**config.mk**
```make
export PLATFORM = sky130hd
export DESIGN_NAME = hamming_dec_arbiter
export DESIGN_NICKNAME = d
export VERILOG_FILES = /design/src/rtl/hamming_dec_arbiter.sv
export SDC_FILE = /design/constraint.sdc
export NUM_CORES = 1
export LEC_CHECK = 0
export ABC_CLOCK_PERIOD_IN_PS = 3350
export CAP_MARGIN = 20
export CORE_MARGIN = 5
export CORE_UTILIZATION = 45
export CTS_CLUSTER_DIAMETER = 40
export DETAILED_ROUTE_END_ITERATION = 8
export HOLD_SLACK_MARGIN = 0.08
export PLACE_DENSITY = 0.77
export SLEW_MARGIN = 20
export SYNTH_ARGS = -nofsm -noshare
export SYNTH_HDL_FRONTEND = slang
export SYNTH_SLANG_ARGS = --single-unit
```
**constraint.sdc**
```tcl
create_clock -name clk -period 3.35 [get_ports clk]
set_input_delay 0.67 -clock clk [delete_from_list [all_inputs] [get_ports clk]]
set_output_delay 0.67 -clock clk [all_outputs]
set_load 0.05 [all_outputs]
```
**src/rtl/hamming_dec_arbiter.sv**
```systemverilog
// Round-robin arbiter feeding a shared Hamming(7,4) SEC decode stage.
// Two-slot pipeline (capture S1, output S2) with per-requester saturating error counters.
module hamming_dec_arbiter #(
    parameter int unsigned N_REQ = 4,
    parameter int unsigned CNT_W = 8,
    parameter int unsigned ID_W  = (N_REQ > 2) ? $clog2(N_REQ) : 1
) (
    input  logic                   clk,
    input  logic                   rst_n,
    input  logic [N_REQ-1:0]       req_valid,
    input  logic [7*N_REQ-1:0]     req_code,
    output logic [N_REQ-1:0]       req_ready,
    output logic                   out_valid,
    input  logic                   out_ready,
    output logic [3:0]             out_data,
    output logic [2:0]             out_syndrome,
    output logic                   out_corrected,
    output logic [ID_W-1:0]        out_id,
    output logic [CNT_W*N_REQ-1:0] err_count,
    input  logic                   clr_count
);

    logic             r_s1_valid;
    logic [6:0]       r_s1_code;
    logic [ID_W-1:0]  r_s1_id;
    logic [ID_W-1:0]  r_ptr;
    logic             r_out_valid;
    logic [3:0]       r_out_data;
    logic [2:0]       r_out_syn;
    logic             r_out_corr;
    logic [ID_W-1:0]  r_out_id;
    logic [CNT_W-1:0] r_cnt [N_REQ];

    logic [N_REQ-1:0] w_rot;
    logic             w_any;
    logic [ID_W-1:0]  w_grant;
    int               w_sum;
    logic [6:0]       w_code;
    logic             w_s2_adv;
    logic             w_s1_can;
    logic             w_accept;
    logic [ID_W-1:0]  w_ptr_nxt;
    logic [2:0]       w_syn;
    logic [3:0]       w_dflip;
    logic [3:0]       w_data;
    logic             w_cnt_inc;

    // Requests rotated so that offset 0 is the current pointer.
    assign w_rot = N_REQ'({req_valid, req_valid} >> r_ptr);

    always_comb begin
        w_any   = 1'b0;
        w_grant = '0;
        w_sum   = 0;
        for (int k = 0; k < int'(N_REQ); k++) begin
            if (!w_any && w_rot[k]) begin
                w_any = 1'b1;
                w_sum = int'(r_ptr) + k;
                if (w_sum >= int'(N_REQ)) begin
                    w_sum = w_sum - int'(N_REQ);
                end
                w_grant = ID_W'(w_sum);
            end
        end
    end

    always_comb begin
        w_code = '0;
        for (int i = 0; i < int'(N_REQ); i++) begin
            if (w_grant == ID_W'(i)) begin
                w_code = req_code[7*i +: 7];
            end
        end
    end

    assign w_s2_adv  = !r_out_valid || out_ready;
    assign w_s1_can  = !r_s1_valid || w_s2_adv;
    assign w_accept  = w_any && w_s1_can && rst_n;
    assign req_ready = w_accept ? (N_REQ'(1) << w_grant) : '0;
    assign w_ptr_nxt = (w_grant == ID_W'(N_REQ - 1)) ? '0 : w_grant + ID_W'(1);

    assign w_syn[0] = ^{r_s1_code[6], r_s1_code[4], r_s1_code[2], r_s1_code[0]};
    assign w_syn[1] = ^{r_s1_code[6], r_s1_code[5], r_s1_code[2], r_s1_code[1]};
    assign w_syn[2] = ^{r_s1_code[6], r_s1_code[5], r_s1_code[4], r_s1_code[3]};

    // Only syndromes pointing at data positions flip a data bit.
    always_comb begin
        w_dflip = 4'b0000;
        case (w_syn)
            3'd3:    w_dflip = 4'b0001;
            3'd5:    w_dflip = 4'b0010;
            3'd6:    w_dflip = 4'b0100;
            3'd7:    w_dflip = 4'b1000;
            default: w_dflip = 4'b0000;
        endcase
    end

    assign w_data    = {r_s1_code[6:4], r_s1_code[2]} ^ w_dflip;
    assign w_cnt_inc = w_s2_adv && r_s1_valid && (w_syn != 3'd0);

    always_ff @(posedge clk or negedge rst_n) begin
        if (!rst_n) begin
            r_s1_valid  <= 1'b0;
            r_s1_code   <= '0;
            r_s1_id     <= '0;
            r_ptr       <= '0;
            r_out_valid <= 1'b0;
            r_out_data  <= '0;
            r_out_syn   <= '0;
            r_out_corr  <= 1'b0;
            r_out_id    <= '0;
        end else begin
            if (w_s2_adv) begin
                r_out_valid <= r_s1_valid;
                if (r_s1_valid) begin
                    r_out_data <= w_data;
                    r_out_syn  <= w_syn;
                    r_out_corr <= (w_syn != 3'd0);
                    r_out_id   <= r_s1_id;
                end
            end
            if (w_s1_can) begin
                r_s1_valid <= w_accept;
                if (w_accept) begin
                    r_s1_code <= w_code;
                    r_s1_id   <= w_grant;
                end
            end
            if (w_accept) begin
                r_ptr <= w_ptr_nxt;
            end
        end
    end

    // Clear takes priority over a coincident increment.
    always_ff @(posedge clk or negedge rst_n) begin
        if (!rst_n) begin
            for (int i = 0; i < int'(N_REQ); i++) begin
                r_cnt[i] <= '0;
            end
        end else if (clr_count) begin
            for (int i = 0; i < int'(N_REQ); i++) begin
                r_cnt[i] <= '0;
            end
        end else if (w_cnt_inc && (r_cnt[r_s1_id] != '1)) begin
            r_cnt[r_s1_id] <= r_cnt[r_s1_id] + CNT_W'(1);
        end
    end

    for (genvar g = 0; g < int'(N_REQ); g++) begin : g_cnt
        assign err_count[CNT_W*g +: CNT_W] = r_cnt[g];
    end

    assign out_valid     = r_out_valid;
    assign out_data      = r_out_data;
    assign out_syndrome  = r_out_syn;
    assign out_corrected = r_out_corr;
    assign out_id        = r_out_id;

endmodule
```
=== Yosys cells after proc, flatten, opt, wreduce, memory -nomap -nowiden ===
Cells that the tools add are included.

* Bits in registers: 55
* Input bits: 36
* Logic and storage cells: 91

* Add/subtract/negate cells: 9
* $lt $le $gt $ge: 6
* Equality and inequality tests: 8
* Shift-type cells: 2
* Multiplexer cells: 27
* Bitwise logic cells: 2
* Reductions and logical operators: 24

{| class="wikitable"
|+ Operators with widths
! operator !! count
|-
| $mux W32 || 2
|-
| $bwmux W32 || 1
|-
| $mux W7 || 4
|-
| $mux W8 || 3
|-
| $mux W2 || 9
|-
| $bmux W8 S2 || 1
|-
| $demux W8 S2 || 1
|-
| $pmux W4 S4 || 1
|-
| $ge A3 B3 Y1 const B || 4
|-
| $reduce_xor A4 Y1 || 3
|-
| $eq A3 B3 Y1 const B || 3
|-
| $logic_and A1 B1 Y1 || 9
|-
| $add A8 B1 Y8 const B || 1
|-
| $ne A8 B8 Y1 const B || 1
|-
| $shr A8 B2 Y4 || 1
|-
| $sub A2 B1 Y2 const B || 4
|-
| $add A2 B2 Y3 const B || 2
|-
| $logic_not A1 Y1 || 5
|-
| $eq A2 B2 Y1 const B || 2
|-
| $mux W1 || 4
|-
| $mux W4 || 1
|-
| $reduce_and A2 Y1 || 2
|-
| $shl A1 B2 Y4 const A || 1
|-
| $xor A4 B4 Y4 || 1
|-
| 11 further kinds || 12
|}

=== Logic depth before layout (Yosys ltp) ===
* Depth in word-level cells: 16
* Gate-level depth with buffers: 12
* Mapped depth without buffers: 11

=== Worst setup path after synthesis ===
Ideal clock, no wire load.

* Path type: input port to output port
* From: input req_valid[0]
* To: output req_ready[3]
* Data arrival time: 2.226 ns
* Slack: 0.454 ns
* Stages: 5
* Cells stage by stage: nor3b_1 a211oi_1 ha_1 clkbuf_1 and2_1

* Elaborated cells on any way between the ends: 19
* Classes of those cells: shift: 2; mux: 9; reduce/logical: 8

{| class="wikitable"
|+ RTL lines
! what !! line !! source
|-
| from (decl) || 10 || <nowiki>input logic [N_REQ-1:0] req_valid,</nowiki>
|-
| $shr A8 B2 Y4 * || 49 || <nowiki>assign w_rot = N_REQ'({req_valid, req_valid} >> r_ptr);</nowiki>
|-
| $mux W1 || 56 || <nowiki>if (!w_any && w_rot[k]) begin</nowiki>
|-
| $logic_not A1 Y1 || 56 ||
|-
| $logic_and A1 B1 Y1 || 56 ||
|-
| $mux W1 || 56 ||
|-
| $logic_not A1 Y1 || 56 ||
|-
| $logic_and A1 B1 Y1 || 56 ||
|-
| $mux W1 || 56 ||
|-
| $logic_not A1 Y1 || 56 ||
|-
| $logic_and A1 B1 Y1 || 56 ||
|-
| $mux W2 * || 56 ||
|-
| via w_grant[0] || 36 || <nowiki>logic [ID_W-1:0] w_grant;</nowiki>
|-
| $shl A1 B2 Y4 * || 79 || <nowiki>assign req_ready = w_accept ? (N_REQ'(1) << w_grant) : '0;</nowiki>
|-
| $mux W4 * || 79 ||
|-
| to (decl) || 12 || <nowiki>output logic [N_REQ-1:0] req_ready,</nowiki>
|}

Mark *: on every way through the listed nets, which the timed path passes. The rest lies on a longest branch.

=== Worst setup path in the final report ===
* From: input req_valid[1]
* To: output req_ready[1]

The elaborated chain is that of the path after synthesis.

==> run_results.csv <==
group,metric,value,unit
status,status,"complete, no violations",
placement,place_area,0.00401,sq mm
synth,synth.net_count,355,
timing,max_freq,0.316,GHz
min_path,hold_end,"out_corrected",
die,initial_utilization,46.0,%
setup_path,worstSetupStartpointType,"input port",
die,die-height,93.1,um
final_layout,post-route-util,61.1,%
synth,synth-simple-area-share,16.4,%
placement,pre_cts_slack,90.0,ps
timing,fin_setup_tns,0,ps
power,p_per_area,886,mW/mm^2
setup_path,worstSetupPathType,"input port to output pin",
synth,netlist_instances,314,
synth,synth-edff-count,0,
die,core_area,0.00676,sq mm
final_layout,area_growth_syn_to_layout,32.9,%
die,core.rowCount,30,
routing,ant_nets,0,
setup_path,r2r_cells,6,
timing,slew_violations,0,
timing,period_share,94.4,%
cts,cts_tree,"yes",
setup_path,worstReg2RegEnd,"err_count[7]",
placement,gp_congestion,0.828,
timing,max_slew_margin,28.2,%
final_layout,num_antenna_cells,0,
cts,postCtsSetupBuffers,0,
die,die_x,93.1,um
synth,synth_top_family_by_area,"compound AO/OA/AOI/OAI gates",
final_layout,layout_commonest_cell,"clkdlybuf4s50_1",
timing,fin_skew,11.0,ps
setup_path,worstPathRequired,2680,ps
setup_path,crit_path_end_kind,"output pin",
synth,synthMuxAreaShare,7.57,%
cts,clock_latency,300,ps
setup_path,cp_max_fo,9,
run,drv_cap,0,
routing,drt_pass1_iterations,4,
routing,drtIter0Drc,240,
timing,grt_setup_unrepaired,"false",
global_route,grt_max_degree,56,
routing,drc_errors,0,
power,power,3.66,mW
synth,ys_ff_latch,55,
routing,via_count,2765,
timing,worst_slack,188,ps
synth,yosys.cell_types.count,38,
final_layout,stdcell_area,0.00413,sq mm
die,dieArea,0.00867,sq mm
cts,cts_max_level,2,
synth,synth_xor_xnor_area_share,5.60,%
cts,clk_pin_slew,90,ps
global_route,grt_pass1_vias,2668,
setup_path,r2r_slack,660,ps
min_path,hold_path.class,"register to register",
timing,worstMarginPinSlew,1070,ps
synth,synth.cell_area,0.00311,sq mm
timing,timing.final.hold_violations,0,
final_layout,fin_nets,430,
global_route,grtUsageTotal,18.2,%
cts,cts_buffer_depth,2,
setup_path,cp.arrival,2490,ps
cts,cts.repair.resized,0,
die,ios,83,
setup_path,r2r_start,"r_s1_id[0]",
final_layout,drive_gt1_share,10.5,%
placement,hpwl,5730,um
routing,wl,7930,um
global_route,grt_pass1_wl,12800,um
setup_path,crit_start,"req_valid[1]",
synth,synth-compound-area-share,20.4,%
timing,period_needed,3160,ps
synth,synth_adder_area_share,2.01,%
synth,synth_seq_area_share,44.3,%
cts,cts.sinks,55,
synth,synth_ff_type,"dfrtp_1",
synth,ys_warn_count,0,
cts,cts_root_buffer,"clkbuf_8",
final_layout,final_cell_mix,"clkdlybuf4s50_1 (76), dfrtp_1 (55), a21oi_1 (49)",
cts,hold_buffers,0,
power,ir_drop,315,uV
routing,wl_per_cell,16.9,um
global_route,overflow,0,
power,power.leakage,1.65,nW
global_route,antenna_found_initial,0,
synth,postSynthAreaPerCell,9.90,sq um
placement,io_buffers,82,
cts,cts_buffers,5,
routing,viasPerCell,5.88,
min_path,holdPathStages,1,
min_path,hp-start,"out_corrected",
synth,async_flop_share,100,%
timing,setup_viol,0,
state kept, by name, summed over array words and instances (netlist names):
name and count:
out_corrected 1, out_id 2, out_data 4, r_s1_id 2, r_s1_valid 1, r_ptr 2, r_s1_code 7, out_valid 1
out_syndrome 3, err_count 32
final cells by class:
cell class	count	area, sq um
inverters	5	18.8
fillers	570	2630
flip-flops and latches	55	1380
clock buffers	8	100
multi-input cells	234	1640
well taps	80	100
repair buffers	88	896
worst max-delay path: stages:
cell	delay (ps)
clkdlybuf4s50_1	550
mux2i_1	90
a211oi_1	300
buf_4	180
ha_1	320
and2_1	230
buf_12	150
stage by stage:
stage	std cells	hold slack [ps]
finish	470	484
global route	470	515
CTS	470	487
detailed placement	462	466
global placement	462	464
floorplan	314	374
how the worst max path moves through the flow:
stage                   endpoint  cells after the start
floorplan           req_ready[3]                      5
global placement    req_ready[3]                      5
detailed placement  req_ready[0]                      5
CTS                 req_ready[0]                      5
global route        req_ready[1]                      7
finish              req_ready[1]                      7
power by group:
group	internal [mW]	leakage, nW	switching [mW]
combinational	0.829	0.884	1.37
clock	0.189	0.0515	0.205
sequential	0.859	0.710	0.210
kinds of logic (layout without fill, tap and decap cells):
| family | Yosys count | in the layout |
|---|---|---|
| compound gates | 101 | 101 |
| xor+xnor | 19 | 19 |
| fa+ha+maj | 5 | 5 |
| buf+inv | 25 | 101 |
| flops | 55 | 55 |
| mux | 12 | 12 |
| simple gates | 97 | 97 |
routing by layer:
metal  vias up  track usage [%]  wire length (um)
li1       1315                -                 -
met1      1311             23.5              3260
met2       122             29.8              3780
met3        17             5.31               766
met4         0             5.62               126
met5         -                0                 0
cell usage after synthesis, types with 3 or more instances:
cell | n | area, sq um
nand3_1 | 6 | 30.0
nand2_1 | 17 | 63.8
clkbuf_1 | 11 | 41.3
a311o_1 | 4 | 40.0
a221oi_1 | 7 | 61.3
dfrtp_1 | 55 | 1380
and2_1 | 4 | 25.0
mux2_2 | 3 | 33.8
a211oi_1 | 13 | 97.6
and3_4 | 3 | 33.8
mux4_2 | 5 | 113
nor2b_1 | 9 | 56.3
nor3_1 | 33 | 165
nor2_1 | 12 | 45.0
xor2_1 | 7 | 61.3
ha_1 | 5 | 62.6
o21ai_0 | 18 | 90.1
nand2b_1 | 3 | 18.8
a21oi_1 | 51 | 255
xnor2_1 | 11 | 96.3
inv_1 | 5 | 18.8
buf_2 | 5 | 25.0
or3_1 | 4 | 25.0
a311oi_2 | 4 | 60.1
mux4_1 | 3 | 78.8
(Power assumes the default switching activity.)
